--- src/rtl/wb_slave_regfile_if.sv ---
// -----------------------------------------------------------------------------
// wb_slave_regfile_if
// Wishbone classic (B3) bus bundle between a master and the register-file
// slave. Signal names keep the slave-side view (_i = into the slave,
// _o = out of the slave) so they line up with the slave's documentation.
//
// Parameters:
//   DWIDTH  data width (multiple of 8)
//   AWIDTH  byte address width
//
// Signals:
//   wb_adr_i  byte address            wb_dat_i  write data
//   wb_sel_i  byte-lane enables       wb_dat_o  read data
//   wb_cyc_i  bus cycle active        wb_stb_i  transfer request
//   wb_we_i   1 = write, 0 = read
//   wb_ack_o  normal termination      wb_err_o  error termination
//   wb_rty_o  retry termination
//
// Modports: master (drives requests), slave (drives data/terminations).
// -----------------------------------------------------------------------------
interface wb_if #(
    parameter int DWIDTH = 32,
    parameter int AWIDTH = 32
) ();

    logic [AWIDTH-1:0]   wb_adr_i;
    logic [DWIDTH-1:0]   wb_dat_i;
    logic [DWIDTH-1:0]   wb_dat_o;
    logic [DWIDTH/8-1:0] wb_sel_i;
    logic                wb_cyc_i;
    logic                wb_stb_i;
    logic                wb_we_i;
    logic                wb_ack_o;
    logic                wb_err_o;
    logic                wb_rty_o;

    modport master (
        output wb_adr_i, wb_dat_i, wb_sel_i, wb_cyc_i, wb_stb_i, wb_we_i,
        input  wb_dat_o, wb_ack_o, wb_err_o, wb_rty_o
    );

    modport slave (
        input  wb_adr_i, wb_dat_i, wb_sel_i, wb_cyc_i, wb_stb_i, wb_we_i,
        output wb_dat_o, wb_ack_o, wb_err_o, wb_rty_o
    );

endinterface

--- src/rtl/wb_slave_regfile.sv ---
// -----------------------------------------------------------------------------
// wb_slave_regfile
// Wishbone classic (B3) slave holding DEPTH registers of DWIDTH bits with
// byte-lane writes, WAIT_STATES programmable wait cycles, an error response
// for addresses beyond the register file and optional retry injection.
//
// Optional feature macro: WB_SLV_RETRY_EN
//   defined   : accesses to word RETRY_ADDR are answered with RETRY_NUM retry
//               terminations before one is acked (3-bit retry counter).
//   undefined : wb_rty_o is tied low, no retry counter exists.
//
// Ports:
//   clk  system clock, rising edge
//   rst  asynchronous active-high reset
//   wb   wb_if.slave bundle (adr/dat/sel/cyc/stb/we in, dat/ack/err/rty out)
//
// Timing: a request sampled at edge N gives a termination that is high
// between edges N+1+WAIT_STATES and N+2+WAIT_STATES. All outputs are
// registered; the termination registers load while the FSM is in RESP.
// -----------------------------------------------------------------------------
module wb_slave_regfile #(
    parameter int DWIDTH      = 32,
    parameter int AWIDTH      = 32,
    parameter int DEPTH       = 16,
    parameter int WAIT_STATES = 0,
    parameter int RETRY_ADDR  = 0,
    parameter int RETRY_NUM   = 2
) (
    input  logic clk,
    input  logic rst,
    wb_if.slave  wb
);

    localparam int         IDX_W   = $clog2(DEPTH);
    localparam int         SEL_W   = DWIDTH / 8;
    localparam logic [3:0] WAIT_LD = 4'(WAIT_STATES);

    typedef enum logic [1:0] {
        ST_IDLE = 2'd0,
        ST_WAIT = 2'd1,
        ST_RESP = 2'd2
    } state_e;

    state_e              state_q, state_d;
    logic [3:0]          cnt_q, cnt_d;
    logic [AWIDTH-1:0]   adr_q;
    logic                we_q;
    logic [SEL_W-1:0]    sel_q;
    logic [DWIDTH-1:0]   dat_q;
    logic [DWIDTH-1:0]   regs_q [DEPTH];
    logic                ack_q, err_q;
    logic                ack_d, err_d;
    logic [DWIDTH-1:0]   dat_o_q, dat_o_d;
    logic                req_s, term_busy_s, oor_s, wr_en_s;
    logic [IDX_W-1:0]    idx_s;
    logic                unused_s;

`ifdef WB_SLV_RETRY_EN
    localparam logic [2:0] RETRY_LIM = 3'(RETRY_NUM);
    logic                rty_q, rty_d;
    logic [2:0]          rty_cnt_q, rty_cnt_d;
    logic                retry_hit_s;

    assign retry_hit_s = (idx_s == IDX_W'(RETRY_ADDR));
    assign term_busy_s = ack_q | err_q | rty_q;
    assign wb.wb_rty_o = rty_q;
    assign unused_s    = ^adr_q[1:0];
`else
    assign term_busy_s = ack_q | err_q;
    assign wb.wb_rty_o = 1'b0;
    assign unused_s    = ^{adr_q[1:0], 1'(RETRY_ADDR), 1'(RETRY_NUM)};
`endif

    // While a termination is still visible the master has not yet removed
    // its strobe, so a new request is not accepted in that cycle.
    assign req_s   = (state_q == ST_IDLE) & wb.wb_cyc_i & wb.wb_stb_i & ~term_busy_s;
    assign idx_s   = adr_q[IDX_W+1:2];
    assign oor_s   = |adr_q[AWIDTH-1:IDX_W+2];
    assign wr_en_s = ack_d & we_q;

    assign wb.wb_ack_o = ack_q;
    assign wb.wb_err_o = err_q;
    assign wb.wb_dat_o = dat_o_q;

    // State and wait-counter registers
    always_ff @(posedge clk or posedge rst) begin
        if (rst) begin
            state_q <= ST_IDLE;
            cnt_q   <= 4'd0;
        end else begin
            state_q <= state_d;
            cnt_q   <= cnt_d;
        end
    end

    // Next-state logic: accept, count down wait states, abort on cyc loss
    always_comb begin
        state_d = state_q;
        cnt_d   = cnt_q;
        case (state_q)
            ST_IDLE: begin
                if (req_s) begin
                    cnt_d   = WAIT_LD;
                    state_d = (WAIT_LD != 4'd0) ? ST_WAIT : ST_RESP;
                end else begin
                    state_d = ST_IDLE;
                end
            end
            ST_WAIT: begin
                if (!wb.wb_cyc_i) begin
                    state_d = ST_IDLE;
                    cnt_d   = 4'd0;
                end else begin
                    cnt_d   = cnt_q - 4'd1;
                    // <= also recovers from a corrupted zero count
                    state_d = (cnt_q <= 4'd1) ? ST_RESP : ST_WAIT;
                end
            end
            ST_RESP: begin
                state_d = ST_IDLE;
                cnt_d   = 4'd0;
            end
            default: begin
                state_d = ST_IDLE;
                cnt_d   = 4'd0;
            end
        endcase
    end

    // Output decode: pick exactly one termination while in RESP
    always_comb begin
        ack_d = 1'b0;
        err_d = 1'b0;
`ifdef WB_SLV_RETRY_EN
        rty_d     = 1'b0;
        rty_cnt_d = rty_cnt_q;
`endif
        if (state_q == ST_RESP) begin
            if (oor_s) begin
                err_d = 1'b1;
`ifdef WB_SLV_RETRY_EN
            end else if (retry_hit_s) begin
                if (rty_cnt_q == RETRY_LIM) begin
                    ack_d     = 1'b1;
                    rty_cnt_d = 3'd0;
                end else begin
                    rty_d     = 1'b1;
                    rty_cnt_d = rty_cnt_q + 3'd1;
                end
`endif
            end else begin
                ack_d = 1'b1;
            end
        end else begin
            ack_d = 1'b0;
        end
    end

    // Read-data next value: load on read ack, clear on err, otherwise hold
    always_comb begin
        dat_o_d = dat_o_q;
        if (ack_d && !we_q) begin
            dat_o_d = regs_q[idx_s];
        end else if (err_d) begin
            dat_o_d = '0;
        end else begin
            dat_o_d = dat_o_q;
        end
    end

    // Request capture: address, direction, lanes and data frozen at accept
    always_ff @(posedge clk or posedge rst) begin
        if (rst) begin
            adr_q <= '0;
            we_q  <= 1'b0;
            sel_q <= '0;
            dat_q <= '0;
        end else if (req_s) begin
            adr_q <= wb.wb_adr_i;
            we_q  <= wb.wb_we_i;
            sel_q <= wb.wb_sel_i;
            dat_q <= wb.wb_dat_i;
        end
    end

    // Register file: byte-lane merge on an acked write
    always_ff @(posedge clk or posedge rst) begin
        if (rst) begin
            for (int i = 0; i < DEPTH; i++) begin
                regs_q[i] <= '0;
            end
        end else if (wr_en_s) begin
            for (int k = 0; k < SEL_W; k++) begin
                if (sel_q[k]) begin
                    regs_q[idx_s][8*k +: 8] <= dat_q[8*k +: 8];
                end
            end
        end
    end

    // Registered bus outputs
    always_ff @(posedge clk or posedge rst) begin
        if (rst) begin
            ack_q   <= 1'b0;
            err_q   <= 1'b0;
            dat_o_q <= '0;
        end else begin
            ack_q   <= ack_d;
            err_q   <= err_d;
            dat_o_q <= dat_o_d;
        end
    end

`ifdef WB_SLV_RETRY_EN
    // Retry termination and retry counter
    always_ff @(posedge clk or posedge rst) begin
        if (rst) begin
            rty_q     <= 1'b0;
            rty_cnt_q <= 3'd0;
        end else begin
            rty_q     <= rty_d;
            rty_cnt_q <= rty_cnt_d;
        end
    end
`endif

endmodule

--- src/flat_wrapper.sv ---
// flat-port wrapper written by rule: the top's interface ports become plain ports
module wb_slave_regfile_flat 
#(
    parameter int DWIDTH      = 32,
    parameter int AWIDTH      = 32,
    parameter int DEPTH       = 16,
    parameter int WAIT_STATES = 0,
    parameter int RETRY_ADDR  = 0,
    parameter int RETRY_NUM   = 2
)
  (clk, rst, wb_wb_adr_i, wb_wb_dat_i, wb_wb_sel_i, wb_wb_cyc_i, wb_wb_stb_i, wb_wb_we_i, wb_wb_dat_o, wb_wb_ack_o, wb_wb_err_o, wb_wb_rty_o);
  wb_if #(.DWIDTH(DWIDTH), .AWIDTH(AWIDTH)) wb_i ();
  input  logic clk;
  input  logic rst;
  input wire logic [$bits(wb_i.wb_adr_i)-1:0] wb_wb_adr_i;
  input wire logic [$bits(wb_i.wb_dat_i)-1:0] wb_wb_dat_i;
  input wire logic [$bits(wb_i.wb_sel_i)-1:0] wb_wb_sel_i;
  input wire logic [$bits(wb_i.wb_cyc_i)-1:0] wb_wb_cyc_i;
  input wire logic [$bits(wb_i.wb_stb_i)-1:0] wb_wb_stb_i;
  input wire logic [$bits(wb_i.wb_we_i)-1:0] wb_wb_we_i;
  output wire logic [$bits(wb_i.wb_dat_o)-1:0] wb_wb_dat_o;
  output wire logic [$bits(wb_i.wb_ack_o)-1:0] wb_wb_ack_o;
  output wire logic [$bits(wb_i.wb_err_o)-1:0] wb_wb_err_o;
  output wire logic [$bits(wb_i.wb_rty_o)-1:0] wb_wb_rty_o;
  assign wb_i.wb_adr_i = wb_wb_adr_i;
  assign wb_i.wb_dat_i = wb_wb_dat_i;
  assign wb_i.wb_sel_i = wb_wb_sel_i;
  assign wb_i.wb_cyc_i = wb_wb_cyc_i;
  assign wb_i.wb_stb_i = wb_wb_stb_i;
  assign wb_i.wb_we_i = wb_wb_we_i;
  assign wb_wb_dat_o = wb_i.wb_dat_o;
  assign wb_wb_ack_o = wb_i.wb_ack_o;
  assign wb_wb_err_o = wb_i.wb_err_o;
  assign wb_wb_rty_o = wb_i.wb_rty_o;
  wb_slave_regfile #(.DWIDTH(DWIDTH), .AWIDTH(AWIDTH), .DEPTH(DEPTH), .WAIT_STATES(WAIT_STATES), .RETRY_ADDR(RETRY_ADDR), .RETRY_NUM(RETRY_NUM)) u_core (.clk(clk), .rst(rst), .wb(wb_i));
endmodule
--- config.mk ---
export PLATFORM = sky130hd
export DESIGN_NAME = wb_slave_regfile_flat
export DESIGN_NICKNAME = d
export VERILOG_FILES = /design/src/rtl/wb_slave_regfile_if.sv /design/src/rtl/wb_slave_regfile.sv /design/src/flat_wrapper.sv
export SDC_FILE = /design/constraint.sdc
export NUM_CORES = 1
export LEC_CHECK = 0
export CAP_MARGIN = 20
export CELL_PAD_IN_SITES_DETAIL_PLACEMENT = 1
export CELL_PAD_IN_SITES_GLOBAL_PLACEMENT = 1
export CORE_MARGIN = 10
export CORE_UTILIZATION = 49
export CTS_BUF_LIST = sky130_fd_sc_hd__clkbuf_4
export DETAILED_ROUTE_END_ITERATION = 7
export PLACE_DENSITY = 0.78
export SYNTH_ARGS = -nofsm -noshare
export SYNTH_HDL_FRONTEND = slang
export SYNTH_SLANG_ARGS = --single-unit
export TNS_END_PERCENT = 30
--- constraint.sdc ---
create_clock -name clk -period 21.2 [get_ports clk]
set_input_delay 4.24 -clock clk [delete_from_list [all_inputs] [get_ports clk]]
set_output_delay 4.24 -clock clk [all_outputs]
set_load 0.005 [all_outputs]
# Word level (Yosys, flattened, before mapping)
# Cells that the tools add are included.
# totals
regBits	621
# classes
order_cmp	3
n_reduce_logical	6
n_eq_ne	3
mux	35
n_bitwise	7
add_sub_neg	1
# op_table
cell	count
512-bit 2-to-1 mux	7
512-bit bitwise mux	4
32-bit demux with 4-bit select	4
32-bit 2-to-1 mux	5
32-bit binary-select mux with 4-bit select	1
26-bit OR reduction	1
24-bit 2-to-1 mux	1
16-bit 2-to-1 mux	1
4-bit 2-to-1 mux	2
8-bit 2-to-1 mux	1
4-bit case mux with 2 select lines	1
2-bit 2-to-1 mux	3
5-bit >= comparator (second input constant)	1
5-bit by 1-bit less-than comparator with 1-bit output (second input constant)	1
4-bit NOT with 5-bit output	1
1-bit bitwise AND	4
4-bit by 1-bit less-or-equal comparator with 1-bit output (second input constant)	1
1-bit 2-to-1 mux	4
2-bit case mux with 2 select lines	1
4-bit by 1-bit subtractor with 4-bit output (second input constant)	1
2-bit by 1-bit == test with 1-bit output (second input constant)	1
2-bit == test (second input constant)	1
1-bit logical AND	2
2-bit logical NOT	1
5 further kinds	5

# Depth between registers and ports, before layout
# Gate-level depths: netlist of the first run.
# depth
ltp_word	16
mapped_depth	7
depth_no_buf	5

# Worst setup path before layout of the first run
# No wires, ideal clock.
# synth_timing
path_kind	input-to-reg
from	in wb_wb_stb_i
to	reg u_core.adr_q[17]
arrival_time_ns	5.272
setup_slack_ns	15.804
cell_stages	4
path_buffers	2
path_cell_list	and3_1 -> clkbuf_1 -> clkbuf_1 -> mux2_2
# synth_via
elab_chain_len	2
# synth_lines
item	line_no	source
start: declaration	flat_wrapper.sv:19	input wire logic [$bits(wb_i.wb_stb_i)-1:0] wb_wb_stb_i;
1-bit bitwise AND (2 in series)	wb_slave_regfile.sv:76	assign req_s = (state_q == ST_IDLE) & wb.wb_cyc_i & wb.wb_stb_i & ~term_busy_s;
end signal: assignment	wb_slave_regfile.sv:179	adr_q <= wb.wb_adr_i;
end: declaration	wb_slave_regfile.sv:46	logic [AWIDTH-1:0] adr_q;
# Every way passes these cells.
# A chain may end at the register's enable or synchronous reset.

# Final worst setup path of the first run
# layout_timing
from	reg u_core.dat_o_q[30] (netlist: u_core.wb.wb_dat_o[30])
to	out wb_wb_dat_o[30]
# layout_rtl
item	line_no	source
start: declaration	wb_slave_regfile.sv:53	logic [DWIDTH-1:0] dat_o_q, dat_o_d;
start signal: assignment	wb_slave_regfile.sv:210	dat_o_q <= dat_o_d;
end: declaration	flat_wrapper.sv:21	output wire logic [$bits(wb_i.wb_dat_o)-1:0] wb_wb_dat_o;
# No word-level cell between the ends.

==> results of run 1 <==
-- metrics by stage --
stage | util (%) | cells | cell area [µm²] | setup WS [ps]
4_1_cts | 56.4 | 2747 | 31900 | 14780
3_3_place_gp | 52.7 | 2469 | 29800 | 13880
6_report | 56.6 | 2754 | 32000 | 15040
3_5_place_dp | 52.7 | 2469 | 29800 | 13680
2_1_floorplan | - | 1698 | 28000 | 8510
5_1_grt | 56.6 | 2753 | 32000 | 14980
-- power groups by stage --
stage	combinational, W	sequential [W]	clock [W]
2_1_floorplan	0.000189	0.00125	0
3_3_place_gp	0.000223	0.00130	0
3_5_place_dp	0.000228	0.00131	0
4_1_cts	0.000229	0.00129	0.00111
5_1_grt	0.000243	0.00130	0.00118
6_report	0.000227	0.00129	0.00108
-- logic make-up after synthesis --
group	synth area share, %
muxes	33.6
DFF	55.4
and+or+nand+nor	6.23
buffers and inverters	1.74
AOI/OAI and AO/OA	2.92
adders and majority gates	0.0894
xor gates and xnor gates	0.0626
other	0.0134
-- path summary, 6_finish.rpt --
| path | endpoint | slack (ps) |
|---|---|---|
| worst max-delay path | wb_wb_dat_o[30] | 15040 |
| worst min-delay path | u_core.regs_q[48] | 500 |
| worst max register to register | u_core.regs_q[468] | 17040 |
| worst min register to register | u_core.regs_q[48] | 500 |
| max in group asynchronous | u_core.regs_q[207] | 15360 |
| min in group asynchronous | u_core.regs_q[5] | 3770 |
-- cells in the mapped netlist, types with 5 or more instances --
library cell  count  area, µm²
buf_1            43        161
nand2_1          46        173
nor4_1            8       50.1
buf_4             7       52.6
mux4_2          128       2880
inv_1             6       22.5
mux2_2          578       6510
a22oi_1          64        480
dfrtp_1         619      15500
a22o_1           32        280
nor2_1            8       30.0
buf_2            18       90.1
nand3_1           5       25.0
clkbuf_1         43        161
nor4_4           64       1360
-- per-layer routing --
layer / track usage [%] / vias to the layer above / wire [µm]
met1: 25.8 / 8739 / 29400
met2: 35.6 / 295 / 35500
li1: - / 6929 / -
met4: 9.38 / 0 / 1850
met5: 0 / - / 0
met3: 4.83 / 122 / 2640
-- worst reg2reg max path, stage by stage (launching register included) --
cell and delay, ps:
dfrtp_1 380, nor4_1 570, nand3_4 850, buf_4 740, nor4_4 1060, mux2_2 420
-- state kept, by name (all words and copies together), names as in the netlist --
register            count
u_core.dat_q           32
u_core.adr_q           30
u_core.regs_q         512
u_core.cnt_q            4
u_core.state_q          2
u_core.wb.wb_ack_o      1
u_core.we_q             1
u_core.wb.wb_dat_o     32
u_core.sel_q            4
u_core.wb.wb_err_o      1
-- area by class of cell --
| cell class | count | area share [%] |
|---|---|---|
| Sequential cell | 619 | 48.4 |
| Multi-Input combinational cell | 962 | 37.7 |
| Clock buffer | 258 | 6.05 |
| Timing Repair Buffer | 130 | 4.15 |
| Tap cell | 756 | 2.96 |
| Clock inverter | 20 | 0.579 |
| Inverter | 6 | 0.0821 |
| Antenna cell | 3 | 0.0235 |
==> qor.yml, run 1 <==
worstPathRequired_ps: 16960
crit_buf_inv: 1
synthFlopType: "dfrtp_1"
final_nets: 1959
hold_violations: 0
switching_share_pct: 27.3
setup_viol: 0
synth_seq_cells: 619
clock-sinks: 619
cts_hold_buf: 0
clk_path_buf_depth: 3
crit_fanout: 2
whs_ps: 501
drive_above_1_share_pct: 54.0
drtIter0Drc: 759
slew_violations: 0
root_buffer: "clkbuf_4"
fin_total_pwr_w: 0.00260
gr-total-overflow: 0
hold_class: "reg -> reg"
firstDrtPassIters: 4
die_y_um: 259
clk_pin_slew_ps: 60
cts_resized: 0
synth_cell_type_count: 31
async_reset_ff_share_pct: 100
layout_common_cells: "617 x dfrtp_1, 578 x mux2_2, 258 x clkbuf_4, 128 x mux4_2, 104 x clkdlybuf4s50_1"
p_int_w: 0.00189
cp_top_family: "buffers and inverters"
hold_depth: 1
worst_hold_startpoint: "u_core.regs_q[48]"
status: "finished, final reports clean"
cp-start-kind: "register"
rows: 87
worstPathCellList: "clkdlybuf4s50_1"
vias_per_cell: 5.84
period_needed_ps: 6160
clkPwrFrac_pct: 41.6
final.setup.tns_ps: 0
clk_latency_ps: 1020
gp_congestion: 0.736
p_switching_w: 0.000709
syn_area_per_cell_um2: 16.5
start_util_pct: 49.5
crit_path_max_incr_delay_ps: 560
ant_nets: 0
fmax_ghz: 0.162
vias: 16085
rr_worst_depth: 5
cts_max_level: 4
antenna_found_initial: 4
final_common_cell: "dfrtp_1"
cp.arrival_ps: 1920
cts_tree: "yes"
port_buffers: 104
grt_max_degree: 184
critPathKind: "reg -> out"
routed_wl_um: 69400
areaGrowthSynthToFinish_pct: 14.4
cts_buffers: 165
dieArea_mm2: 0.0671
cp_slowest_cell: "clkdlybuf4s50_1"
fill_cells: 5177
syn-instance-count: 1698
tightestPinTransition_ps: 1150
grt_pass1_wl_um: 109000
crit_path_end_kind: "output port"
io_pins: 108
postCtsSetupBuffers: 0
post-route-period-util_pct: 29.1
seq_power_share_pct: 49.7
multi_input_area_mm2: 0.0121
grt_pass1_vias: 18678
power.density_mw_per_mm2: 81.2
drc_errors: 0
design.core.area_mm2: 0.0565
synth_area_mm2: 0.0280
reg2reg_from: "u_core.adr_q[18]"
fin_skew_ps: 54.5
wl_per_cell_um: 25.2
ys_seq_area_share_pct: 55.4
ys_warn_count: 0
grt_usage_pct: 21.2
die_w_um: 259
synth_nets: 1773
hpwl_um: 42200
relSlewSlack_pct: 22.7
seqCellArea_mm2: 0.0155
drv_cap: 0
irDropWorstVdd_uv: 50.4
synth_edf_count: 0
rsz0062_at_grt: "no"
pwr-share-comb_pct: 8.7
cp-startpoint: "u_core.wb.wb_dat_o[30]"
p_leak_nw: 15.6
crit_cells: 1
Power figures use the tool's default switching activity.
==> run 2, diff against run 1 <==
clock period = 5.5 ns   (was 21.2 ns; I/O delays follow)
==> run 2 against run 1 <==
  * Routed wire length decreased by 1.2%
  * Worst setup slack got worse by 13000 ps
  * Flip-flop and latch count stayed put
  * Count of clock-buffer cells in the layout is 4 lower
  * Critical path type is now reg -> reg
==> qor.yml, run 2 (synthesis gave the netlist of run 1 again) <==
status: "finished, final reports clean"
placed_area_mm2: 0.0298  # +0.27%
cts_buffers: 165  # unchanged
layout_common_cells: "617 x dfrtp_1, 578 x mux2_2, 254 x clkbuf_4, 128 x mux4_2, 104 x clkdlybuf4s50_1"
ant_nets: 0  # unchanged
use_met3_pct: 5.02  # +0.19 points
drc_errors: 0  # unchanged
cts_hold_buf: 0  # unchanged
fmax_ghz: 0.293
post-route-period-util_pct: 62.2
die_w_um: 259  # unchanged
clock-sinks: 619  # unchanged
drive_above_1_share_pct: 53.8  # -0.20 points
cp.arrival_ps: 4290  # +2370 ps
clk_latency_ps: 1010  # about the same
relSlewSlack_pct: 27.3  # +4.6 points
drtIter0Drc: 1025  # +35%
final_common_cell: "dfrtp_1"
hold_violations: 0  # unchanged
start_util_pct: 49.5  # unchanged
grt_util_met2_pct: 34.6  # -0.94 points
areaGrowthSynthToFinish_pct: 13.9
worst-r2r-setup-slack_ps: 2080  # -14960 ps
vias: 16044  # -0.25%
postCtsSetupBuffers: 0  # unchanged
fin_skew_ps: 41.3  # -13.3 ps
cts_resized: 0  # unchanged
drv_cap: 0  # unchanged
grt_most_used_layer: "met2"
dieArea_mm2: 0.0671  # unchanged
root_buffer: "clkbuf_4"
antenna_found_initial: 3  # -1
gr-usage-met1_pct: 26.5  # +0.68 points
hpwl_um: 42200  # about the same
cts_tree: "yes"
design.core.area_mm2: 0.0565  # unchanged
gp_congestion: 0.735  # -0.18%
clk_pin_slew_ps: 70  # about the same
worstPathRequired_ps: 6370  # -10590 ps
io_pins: 108  # unchanged
setup_viol: 0  # unchanged
cts_max_level: 4  # unchanged
top_register: "u_core.regs_q"
critPathKind: "reg -> reg"
irDropWorstVdd_uv: 197  # +290%
grt_usage_pct: 21.1  # -0.092 points
grt_pass1_vias: 18358  # -1.7%
port_buffers: 104  # unchanged
grt_max_degree: 141  # -23%
routed_wl_um: 68600  # -1.2%
power.density_mw_per_mm2: 309  # +280%
crit_fanout: 52  # +50
clk_path_buf_depth: 3  # unchanged
period_needed_ps: 3420
hold_class: "reg -> reg"
cp-start-kind: "register"
design_area_mm2: 0.0319  # -0.38%
rsz0062_at_grt: "no"
tightestPinTransition_ps: 1080  # -68.4 ps
wl_per_cell_um: 24.9  # -1.2%
final_nets: 1959  # unchanged
rows: 87  # unchanged
die_y_um: 259  # unchanged
slew_violations: 0  # unchanged
gr-total-overflow: 0  # unchanged
grt_pass1_wl_um: 108000  # -1.2%
fin_total_pwr_w: 0.00984  # +280%
largest_reg_flops: 512  # unchanged
firstDrtPassIters: 5  # +1
p_leak_nw: 15.6  # -0.38%
place_ws_ps: 2090  # -11590 ps
crit_path_end_kind: "register"
final.setup.tns_ps: 0  # unchanged
final_util_pct: 56.4  # -0.21 points
fin_ws_ps: 2080  # -12960 ps
vias_per_cell: 5.83  # -0.25%
## run 2: cell count changes in the layout (fill, tap and decap cells not counted), sizes merged
cell	delta
bufinv	-3
clkbuf	-4
clkinvlp	+1
clkinv	+3
inv	+3
## run 2: metal layers
metal  part of all wire [%]  up-vias
li1                       -     6928
met1                     43     8679
met2                     50      314
met3                    3.9      123
met4                    2.8        0
met5                      0        -
## run 2: worst paths after layout
path,from,end,depth (start not counted)
min,u_core.regs_q[300],u_core.regs_q[300],1
min reg2reg,u_core.regs_q[300],u_core.regs_q[300],1
max in group asynchronous,rst,u_core.regs_q[468],3
max reg2reg,u_core.adr_q[2],u_core.regs_q[283],3
max,u_core.adr_q[2],u_core.regs_q[283],3
min in group asynchronous,rst,u_core.regs_q[64],2
## run 2: power breakdown
part | total, W | internal, W | switching [W]
Sequential | 0.00502 | 0.00466 | 0.000362
Combinational | 0.000818 | 0.000334 | 0.000483
Clock | 0.00401 | 0.00212 | 0.00188
Total | 0.00984 | 0.00711 | 0.00273
## run 2: stage by stage
step	hold slack, ps	std cells
global route	513	2754
floorplan	475	1698
global placement	483	2473
finish	501	2754
CTS	505	2751
detailed placement	490	2473
## run 2: final cells by class
class	count	area (µm²)
diodes	3	7.51
clock buffers	254	1910
clock inverters	24	124
fillers	5229	24600
inverters	6	26.3
multi-input cells	962	12100
flip-flops and latches	619	15500
well taps	756	946
repair buffers	130	1300
## run 2: critical path: stages, from the launching register on
cell and delay [ps]:
dfrtp_4 1110, nand3_1 660, nor4_4 1070, mux2_2 420
==> run 3, diff against run 2 <==
clock period = 3 ns   (was 5.5 ns; I/O delays follow)
==> run 3 against run 2 <==
  * Sequential power rose by 82%
  * Worst hold slack got worse by 320 ps
  * Cell count is 2.9% higher
  * Count of clock-buffer cells in the layout is 21 lower
  * Design area is 2.4% higher
  * Global-route usage grew 0.31 points
  * Flip-flop and latch count unchanged
  * Fmax up 23%
  * Sequential share of layout area down 1.1 points
  * Critical path type unchanged
==> qor.yml, run 3 (synthesis gave the netlist of run 1 again) <==
status: "finished, final reports clean"
hold_depth: 3  # +2
placed_area_mm2: 0.0306  # +2.7%
drtIter0Drc: 795  # -22%
drv_cap: 0  # unchanged
root_buffer: "clkbuf_4"
crit_path_end_kind: "register"
hpwl_um: 45200  # +7.2%
grt_usage_pct: 21.4  # +0.31 points
design.core.area_mm2: 0.0565  # unchanged
clk_path_buf_depth: 3  # unchanged
final_nets: 2046  # +4.4%
areaGrowthSynthToFinish_pct: 16.6
routed_wl_um: 69800  # +1.7%
clk_pin_slew_ps: 60  # about the same
fin_skew_ps: 77.0  # +35.8 ps
layout_common_cells: "617 x dfrtp_1, 578 x mux2_2, 233 x clkbuf_4, 128 x mux4_2, 104 x clkdlybuf4s50_1"
hold_class: "in -> reg"
clock-sinks: 619  # unchanged
final_common_cell: "dfrtp_1"
worst_hold_startpoint: "wb_wb_we_i"
final_cells: 2833  # +2.9%
rows: 87  # unchanged
grt_pass1_wl_um: 111000  # +2.6%
drive_above_1_share_pct: 55.5  # +1.7 points
die_y_um: 259  # unchanged
power.density_mw_per_mm2: 550  # +78%
io_pins: 108  # unchanged
vias: 16429  # +2.4%
cts_max_level: 4  # unchanged
wl_per_cell_um: 24.6  # -1.1%
cts_buffers: 161  # -2.4%
gr-total-overflow: 0  # unchanged
place_ws_ps: 149  # -1940 ps
largest_reg_flops: 512  # unchanged
critPathKind: "reg -> reg"
tightestPinTransition_ps: 782  # -301 ps
irDropWorstVdd_uv: 391  # +98%
firstDrtPassIters: 5  # unchanged
crit_fanout: 32  # -38%
port_buffers: 104  # unchanged
fin_total_pwr_w: 0.0179  # +82%
clk_latency_ps: 1040  # +30 ps
setup_viol: 0  # unchanged
drc_errors: 0  # unchanged
vias_per_cell: 5.80  # -0.46%
reg2reg_from: "u_core.adr_q[24]"
cp-start-kind: "register"
start_util_pct: 49.5  # unchanged
hold_violations: 0  # unchanged
cp.arrival_ps: 3620  # -670 ps
rsz0062_at_grt: "no"
antenna_found_initial: 3  # unchanged
cts_tree: "yes"
p_leak_nw: 16.0  # +2.9%
design_area_mm2: 0.0326  # +2.4%
grt_pass1_vias: 19021  # +3.6%
rr_worst_depth: 6  # +3
gp_congestion: 0.740  # +0.73%
dp.cells: 2563  # +3.6%
dieArea_mm2: 0.0671  # unchanged
ant_nets: 0  # unchanged
relSlewSlack_pct: 47.8  # +21 points
slew_violations: 0  # unchanged
period_needed_ps: 2770  # -646 ps
grt_max_degree: 100  # -29%
fin_ws_ps: 228  # -1850 ps
worstPathRequired_ps: 3850  # -2520 ps
cp-startpoint: "u_core.adr_q[24]"
die_w_um: 259  # unchanged
post-route-period-util_pct: 92.4  # +30 points
fmax_ghz: 0.361  # +23%
final.setup.tns_ps: 0  # unchanged
postCtsSetupBuffers: 0  # unchanged
top_register: "u_core.regs_q"
-- run 3: cell types whose count changed in the layout (fill, tap and decap cells not counted), sizes merged --
| cell | before | now |
|---|---|---|
| buf | 26 | 116 |
| bufinv | 1 | 2 |
| clkbuf | 254 | 233 |
| clkinv | 16 | 18 |
| clkinvlp | 3 | 7 |
| diode | 3 | 7 |
| dlygate4sd3 | 0 | 1 |
| inv | 10 | 8 |
-- run 3: path summary, 6_finish.rpt --
path | slack [ps] | end
max | 230 | u_core.regs_q[434]
max in group asynchronous | 1510 | u_core.regs_q[70]
max reg2reg | 230 | u_core.regs_q[434]
min | 180 | u_core.we_q
min in group asynchronous | 510 | u_core.dat_q[6]
min reg2reg | 500 | u_core.regs_q[444]
-- run 3: cell type report --
type,instances,area (µm²)
multi-input combinational,962,12100
tap,756,946
sequential,619,15500
timing repair buffer,221,2120
clock buffer,233,1750
clock inverter,29,194
antenna,7,17.5
inverter,6,26.3
fill,5160,23900
-- run 3: layer usage --
metal | wire, µm | track usage (%) | vias to the layer above
met5 | 0 | 0 | -
met4 | 1660 | 7.73 | 0
met3 | 2840 | 4.95 | 104
met2 | 36100 | 36.5 | 301
met1 | 29200 | 26.3 | 8927
li1 | - | - | 7097
-- run 3: what timing repair did --
item / 4_1_cts / 5_1_grt
hold buffers: 1 / 0
setup endpoints to repair: 0 / 36
resized for setup: 0 / 1
hold endpoints to repair: 4 / 0
-- run 3: worst max-delay path, cell delays in order, from the launching register on --
cell	delay (ps)
dfrtp_1	370
nor4_1	640
nand3_4	320
buf_12	310
nor4_4	290
buf_4	270
mux2_2	360
-- run 3: metrics by stage --
step | util [%] | hold slack (ps)
global placement | 54.2 | 483
detailed placement | 54.2 | 490
global route | 57.7 | 110
floorplan | - | 475
CTS | 57.7 | 95.2
finish | 57.7 | 182
-- run 3: power breakdown --
part	internal (W)	switching, W
combinational	0.000689	0.00100
clock	0.00370	0.00342
sequential	0.00854	0.000583
total	0.0129	0.00501
